File: src/rtl/range_sum_pkg.sv
// Shared types and default widths for the arithmetic-series accumulator.
package range_sum_pkg;

  localparam int DEF_DATA_W = 8;
  localparam int DEF_SUM_W  = 16;

  typedef logic [1:0] state_t;

  localparam state_t IDLE  = 2'd0;
  localparam state_t LOAD  = 2'd1;
  localparam state_t COUNT = 2'd2;
  localparam state_t HOLD  = 2'd3;

endpackage

File: src/rtl/range_sum_ctrl.sv
// Sequencing FSM: accepts a request, loads the operands, counts terms, holds the result.
module range_sum_ctrl
  import range_sum_pkg::*;
(
  input  logic clk,
  input  logic rst,
  input  logic start,
  input  logic abort,
  input  logic result_ready,
  input  logic range_bad,
  input  logic last_term,
  output logic ld,
  output logic en,
  output logic start_ready,
  output logic busy,
  output logic result_valid
);

  state_t state;

  // State register; abort returns to IDLE ahead of any handshake.
  always_ff @(posedge clk or negedge rst) begin
    if (!rst) begin
      state <= IDLE;
    end else if (abort) begin
      state <= IDLE;
    end else begin
      case (state)
        IDLE:    if (start)        state <= LOAD;
        LOAD:    state <= range_bad ? HOLD : COUNT;
        COUNT:   if (last_term)    state <= HOLD;
        HOLD:    if (result_ready) state <= IDLE;
        default: state <= IDLE;
      endcase
    end
  end

  // Every output is a pure decode of the registered state.
  always_comb begin
    ld           = (state == LOAD);
    en           = (state == COUNT);
    start_ready  = (state == IDLE);
    busy         = (state == LOAD) || (state == COUNT);
    result_valid = (state == HOLD);
  end

endmodule

File: src/rtl/range_sum_engine.sv
// Arithmetic-series accumulator: sums lo, lo+step, ... up to the last term <= hi.
module range_sum_engine
  import range_sum_pkg::*;
#(
  parameter int DATA_W = DEF_DATA_W,
  parameter int SUM_W  = DEF_SUM_W
) (
  input  logic              clk,
  input  logic              rst,
  input  logic              start,
  output logic              start_ready,
  input  logic [DATA_W-1:0] lo,
  input  logic [DATA_W-1:0] hi,
  input  logic [DATA_W-1:0] step,
  input  logic              abort,
  output logic              busy,
  output logic              result_valid,
  input  logic              result_ready,
  output logic [SUM_W-1:0]  result,
  output logic              err,
  output logic              overflow
);

  logic [DATA_W-1:0] lo_r;
  logic [DATA_W-1:0] hi_r;
  logic [DATA_W-1:0] step_r;
  logic [DATA_W-1:0] counter;
  logic [SUM_W-1:0]  sum;
  logic [SUM_W:0]    sum_ext;
  logic [DATA_W:0]   nxt;
  logic              range_bad;
  logic              last_term;
  logic              accept;
  logic              ld;
  logic              en;

  range_sum_ctrl u_ctrl (
    .clk          (clk),
    .rst          (rst),
    .start        (start),
    .abort        (abort),
    .result_ready (result_ready),
    .range_bad    (range_bad),
    .last_term    (last_term),
    .ld           (ld),
    .en           (en),
    .start_ready  (start_ready),
    .busy         (busy),
    .result_valid (result_valid)
  );

  // Range checks and the one-bit-wider next term, so hi at full scale cannot wrap.
  always_comb begin
    accept    = start && start_ready && !abort;
    range_bad = (step_r == '0) || (lo_r > hi_r);
    nxt       = {1'b0, counter} + {1'b0, step_r};
    last_term = nxt > {1'b0, hi_r};
    sum_ext   = {1'b0, sum} + {{(SUM_W + 1 - DATA_W){1'b0}}, counter};
  end

  // Operand capture, term counter, accumulator and sticky flags.
  always_ff @(posedge clk or negedge rst) begin
    if (!rst) begin
      lo_r     <= '0;
      hi_r     <= '0;
      step_r   <= '0;
      counter  <= '0;
      sum      <= '0;
      err      <= 1'b0;
      overflow <= 1'b0;
    end else if (abort) begin
      sum      <= '0;
      err      <= 1'b0;
      overflow <= 1'b0;
    end else begin
      if (accept) begin
        lo_r   <= lo;
        hi_r   <= hi;
        step_r <= step;
      end
      if (ld) begin
        counter  <= lo_r;
        sum      <= '0;
        overflow <= 1'b0;
        err      <= range_bad;
      end
      if (en) begin
        sum      <= sum_ext[SUM_W-1:0];
        overflow <= overflow | sum_ext[SUM_W];
        counter  <= nxt[DATA_W-1:0];
      end
    end
  end

  assign result = sum;

endmodule

File: config.mk
export PLATFORM = sky130hd
export DESIGN_NAME = range_sum_engine
export DESIGN_NICKNAME = d
export VERILOG_FILES = /design/src/rtl/range_sum_pkg.sv /design/src/rtl/range_sum_ctrl.sv /design/src/rtl/range_sum_engine.sv
export SDC_FILE = /design/constraint.sdc
export NUM_CORES = 1
export LEC_CHECK = 0
export BUFFER_PORTS_ARGS = -buffer_cell sky130_fd_sc_hd__buf_4
export CORE_MARGIN = 4
export CORE_UTILIZATION = 52
export DETAILED_ROUTE_END_ITERATION = 10
export PLACE_DENSITY = 0.73
export SYNTH_ARGS = -nofsm -noshare
export SYNTH_HDL_FRONTEND = slang
export SYNTH_HIERARCHICAL = 1
export SYNTH_SLANG_ARGS = --single-unit
File: constraint.sdc
create_clock -name clk -period 3.33 [get_ports clk]
set_clock_uncertainty 0.15 [all_clocks]
set_input_delay 0.333 -clock clk [delete_from_list [all_inputs] [get_ports clk]]
set_output_delay 0.333 -clock clk [all_outputs]
set_load 0.005 [all_outputs]
---- After elaboration in Yosys (flattened, before gate mapping) ----
Cells that the tools add are included.
operators by class
  $mul .................................... 0
  magnitude comparators ................... 2
  divide/modulo/power cells ............... 0
  shifts and indexed selects .............. 0
  muxes and demuxes ....................... 16
  bitwise operators ....................... 2
  reduce and logical (&&, ||, !) cells .... 13
  $add $sub $neg .......................... 2
  eq/ne operators ......................... 6
operator list
  kind                                                                    number
  16-bit 2-to-1 mux                                                       3
  16-bit by 8-bit adder with 17-bit output                                1
  8-bit 2-to-1 mux                                                        2
  8-bit by 8-bit adder with 9-bit output                                  1
  9-bit by 8-bit > comparator with 1-bit output                           1
  8-bit > comparator                                                      1
  8-bit zero test                                                         1
  2-bit 2-to-1 mux                                                        4
  2-bit one-hot mux with 4 select lines                                   1
  1-bit 2-to-1 mux                                                        6
  3-bit by 2-bit != test with 1-bit output (second input constant)        2
  2-bit equality test (second input constant)                             2
  2-bit AND reduction                                                     2
  2-bit nonzero test                                                      2
  3-bit != test (second input constant)                                   1
  3-bit AND reduction                                                     1
  3-bit nonzero test                                                      1
  2-bit by 1-bit equality test with 1-bit output (second input constant)  1
  1-bit logical AND                                                       2
  2-bit zero test                                                         1
  1-bit logical OR                                                        2
  1-bit zero test                                                         1
  1-bit inverter                                                          1
  1-bit bitwise OR                                                        1
word-level totals
  bits in writable memories ............... 0
  ROM bits ................................ 0
  bits of input ports ..................... 29
  bits in latches ......................... 0
  memories kept ........................... 0
  logic and storage cells ................. 49
  bits in registers ....................... 52
  output and inout port bits .............. 21

---- Depth between registers and ports, before layout ----
  word-level depth ........................ 5
  gate-level depth with buffers ........... 16
  depth with buffers taken out ............ 16

---- Cells and area by module ----
Netlist, hierarchy kept.
modules (own cells, without submodules)
  module            times used  cells an instance  area each (sq um)
  range_sum_engine  1           308                3116.7
  range_sum_ctrl    1           22                 216.5

---- Least setup slack after synthesis ----
No wires, ideal clock.
  path kind ............................... register to register
  from .................................... reg step_r[0]
  to ...................................... reg u_ctrl.state[0]
  data required time ...................... 3.047 ns
  stages on the path, launching flop included .. 17
  path buffers ............................ 0
  arrival ................................. 3.213 ns
  period minus slack after synthesis ...... 3.496 ns
  setup slack ............................. -0.166 ns
  library setup time ...................... 0.133 ns
  path through ............................ dfrtp_1 > ha_1 > fa_1 > a21oi_2 > nor2_1 > a211o_1 > a21oi_2 > xnor2_1 > ha_1 > o21a_1 > o21ai_0 > a21oi_1 > o22a_1 > a211o_1 > or2b_2 > o2111ai_1 > a221oi_2
RTL lines
  what                                           line                    RTL
  from (decl)                                    range_sum_engine.sv:26  logic [DATA_W-1:0] step_r;
  from (signal assigned)                         range_sum_engine.sv:79  step_r <= step;
  8-bit by 8-bit adder with 9-bit output         range_sum_engine.sv:56  nxt = {1'b0, counter} + {1'b0, step_r};
  9-bit by 8-bit > comparator with 1-bit output  range_sum_engine.sv:57  last_term = nxt > {1'b0, hi_r};
  net last_term                                  range_sum_engine.sv:32  logic last_term;
  3-bit != test (no line)                        --
  3-bit AND reduction (no line)                  --
  to (signal assigned)                           range_sum_ctrl.sv:30    LOAD: state <= range_bad ? HOLD : COUNT;
  to (decl)                                      range_sum_ctrl.sv:19    state_t state;
The timed path passes the listed nets, and every way through them passes these cells.
A chain may end at the register's enable or synchronous reset.

---- Worst setup path in the final report ----
  from .................................... reg counter[0]
  to ...................................... reg u_ctrl.state[0]
between the ends
  longest elaborated chain between the ends .. 4
RTL lines
  what                                           line                    RTL
  from (decl)                                    range_sum_engine.sv:27  logic [DATA_W-1:0] counter;
  from (signal assigned)                         range_sum_engine.sv:82  counter <= lo_r;
  from (signal assigned)                         range_sum_engine.sv:90  counter <= nxt[DATA_W-1:0];
  8-bit by 8-bit adder with 9-bit output         range_sum_engine.sv:56
  9-bit by 8-bit > comparator with 1-bit output  range_sum_engine.sv:57
  net last_term                                  range_sum_engine.sv:32
  3-bit != test (no line)                        --
  3-bit AND reduction (no line)                  --
The timed path passes the listed nets, and every way through them passes these cells.

==> reports/metrics.cfg <==
[placed_design]
place_area_sq_um=3890
place.gp.congestion=0.911
io_buffer_count=49
hpwlAfterDp_mm=5.53

[timing]
report.final.setup_viol=2
fin_crit_ns=3.50
fmaxAchievable_mhz=286
finalHoldViolCount=0
slew_headroom=0.563
post-route-period-util=1.05
max_slew.worst_pin.slew_ns=0.656
setup_slack_ns=-0.171
report.final.slew_viol_count=0
rsz0062_at_grt=true

[finish]
postLayoutCoreUtil=0.688
seqCellArea_sq_um=1300
nNetsFinal=470
fillCellCount=456
design_area_sq_um=4170
multi_input_area_sq_um=2010
syn2layout_area_growth_pct=25.1
num_antenna_cells=0
drive_gt1_frac=0.311

[synth]
synth.yosys.seq_area_share=0.390
synth_ff_type=dfrtp_1
synthCells=330
ys_async_sr_fraction=1.00
ys_top_cells_by_area=dfrtp_1 (39%), ha_1 (14%), mux2_2 (8.1%)
syn_area_sq_um=3330
yosys.area.top_type_share=0.390
synthTopCellsByCount=dfrtp_1 (52), ha_1 (37), nand2_1 (32)
yosysMostFrequentCell=dfrtp_1
avgSynthCellArea_sq_um=10.1
yosysWarningCount=6
synth_seq_cells=52
ys_types=50
synth-edff-count=0
yosys.area.top_type=dfrtp_1
syn_nets=398

[floorplan]
rows=28
core_area_sq_um=6060
fp.dieW_microns=88.1
start_util=0.550
ios=50
die_h_microns=88.1
die-area_sq_um=7750

[setup_path]
end_kind=flop
r2r_slack_ns=-0.17
r2r-end=u_ctrl/state[0]
cpPeakStageDelay_ns=0.40
cp.arrival_ns=3.57
r2r_cells=16
worstPathMaxFanout=2
worst_ep_required_time_ns=3.40
cp-start-kind=flop
path_common_cell=a21oi_2
crit_buf_inv=0
crit_path_top_delay_cell=dfrtp_1
critPathKind=flop to flop
worstPathCellList=ha_2 > fa_2 > a21oi_2 > nor2_1 > a211o_1 > a21oi_2 > xnor2_2 > ha_4 > o21a_1 > o21ai_2 > a21oi_2 > o22a_1 > a211o_1 > and2b_1 > nor3_1 > a221oi_2
timing.rr.start=counter[0]
crit_family=compound AO/OA/AOI/OAI gates

[route]
avgRoutedWirePerCell_microns=15.9
drtIter0Drc=134
finalWirelength_mm=7.60
drc=0
postRouteAntennaNets=0
drt_first_pass_iters=4
via_per_inst=5.72
num_vias=2730

[global_routing]
grt_pass1_vias=2687
track_usage=0.206
grt_pass1_wl_mm=12.4
grt-ovfl-total=0
gr-max-usage-layer=met2
grt_max_degree=53
grt_use_met1=0.269
gr-usage-met2=0.329
met3_usage=0.0348
antenna_found_initial=0

[worst_hold_path]
hold_path_depth=2
hold_path.class=input pin to flop
min-delay-start=step[5]
min_to=step_r[5]

[outcome]
violations=setup timing
outcome=finished with violations

[pwr]
power.density_nw_per_um2=1050
p_leak_nw=1.97
ir_worst_vdd_mv=0.545

[clock_tree]
htreeDepth=2
cts.path.max_buffers=2
cts_buffers=5
cts_num_sinks=52
insertion_delay_ns=0.32
clk_pin_slew_ns=0.09
root_buffer=clkbuf_8
cts_tree=built

[job]
max_cap_violations=0

## worst max path at each step
| stage | to | from | cells past startpoint | slack (ns) |
|---|---|---|---|---|
| 2_1_floorplan | u_ctrl/state[0] | counter[0] | 16 | 0.003 |
| 3_3_place_gp | u_ctrl/state[0] | counter[0] | 16 | -0.06 |
| 3_5_place_dp | u_ctrl/state[0] | counter[0] | 16 | -0.15 |
| 4_1_cts | u_ctrl/state[0] | step_r[0] | 16 | -0.13 |
| 5_1_grt | u_ctrl/state[0] | counter[0] | 16 | -0.33 |
| 6_report | u_ctrl/state[0] | counter[0] | 16 | -0.17 |
## power breakdown
group | leakage (nW) | internal (mW) | switching, mW
logic | 1.25 | 1.39 | 1.38
registers | 0.658 | 0.862 | 0.212
clock network | 0.0642 | 0.296 | 0.211
total | 1.97 | 2.55 | 1.80
## layout make-up
| type | count | area share |
|---|---|---|
| clock inverters | 2 | 0.0144 |
| repair buffers | 73 | 0.132 |
| inverters | 21 | 0.0189 |
| multi-input cells | 249 | 0.483 |
| well taps | 75 | 0.0225 |
| clock buffers | 5 | 0.0165 |
| flip-flops and latches | 52 | 0.312 |
## cell families (layout without fill, tap and decap cells)
logic type	after synthesis	in the layout	share of synthesized area
mux	25	25	0.0841
compound gates	76	76	0.156
fa+ha+maj	39	39	0.151
simple gates	98	98	0.156
flops	52	52	0.390
xor+xnor	11	11	0.0289
buf+inv	29	101	0.0342
## flip-flops by register name (all words and copies together) (netlist names)
register,flops
counter,8
step_r,8
lo_r,8
u_ctrl/state,2
overflow,1
result,16
err,1
hi_r,8
## layout by cell type, fill, tap and decap left out, types with 10 or more instances in the layout
cell,count
buf_4,72
dfrtp_1,51
ha_1,33
nand2_1,31
mux2_2,24
inv_1,21
a21oi_1,19
o21ai_0,18
nand3_1,11
nor2b_1,10
## metal layers
layer  up-vias  wire (microns)
li1       1354               -
met2        59            3590
met4         0             155
met1      1303            3520
met3        14             330
met5         -               0
## per-stage QoR
step / setup slack (ns) / std cells / hold WS, ns / power, mW / setup TNS (ns)
2_1_floorplan: 0.00278 / 330 / -0.113 / 2.68 / 0
3_3_place_gp: -0.0640 / 462 / 0.260 / 3.28 / -0.0736
3_5_place_dp: -0.150 / 462 / 0.261 / 3.37 / -0.229
4_1_cts: -0.133 / 472 / 0.0889 / 4.00 / -0.183
5_1_grt: -0.334 / 477 / 0.0806 / 4.72 / -0.556
6_report: -0.171 / 477 / 0.0956 / 4.36 / -0.226
## timing repair
item | in CTS | in global routing
hold endpoints to repair | 52 | 0
pin swaps | 8 | 4
resized for setup | 2 | 12
hold buffers | 1 | 0
buffers inserted | 2 | 5
setup endpoints to repair | 2 | 2
Note: power is estimated with default switching activity, not from simulation.
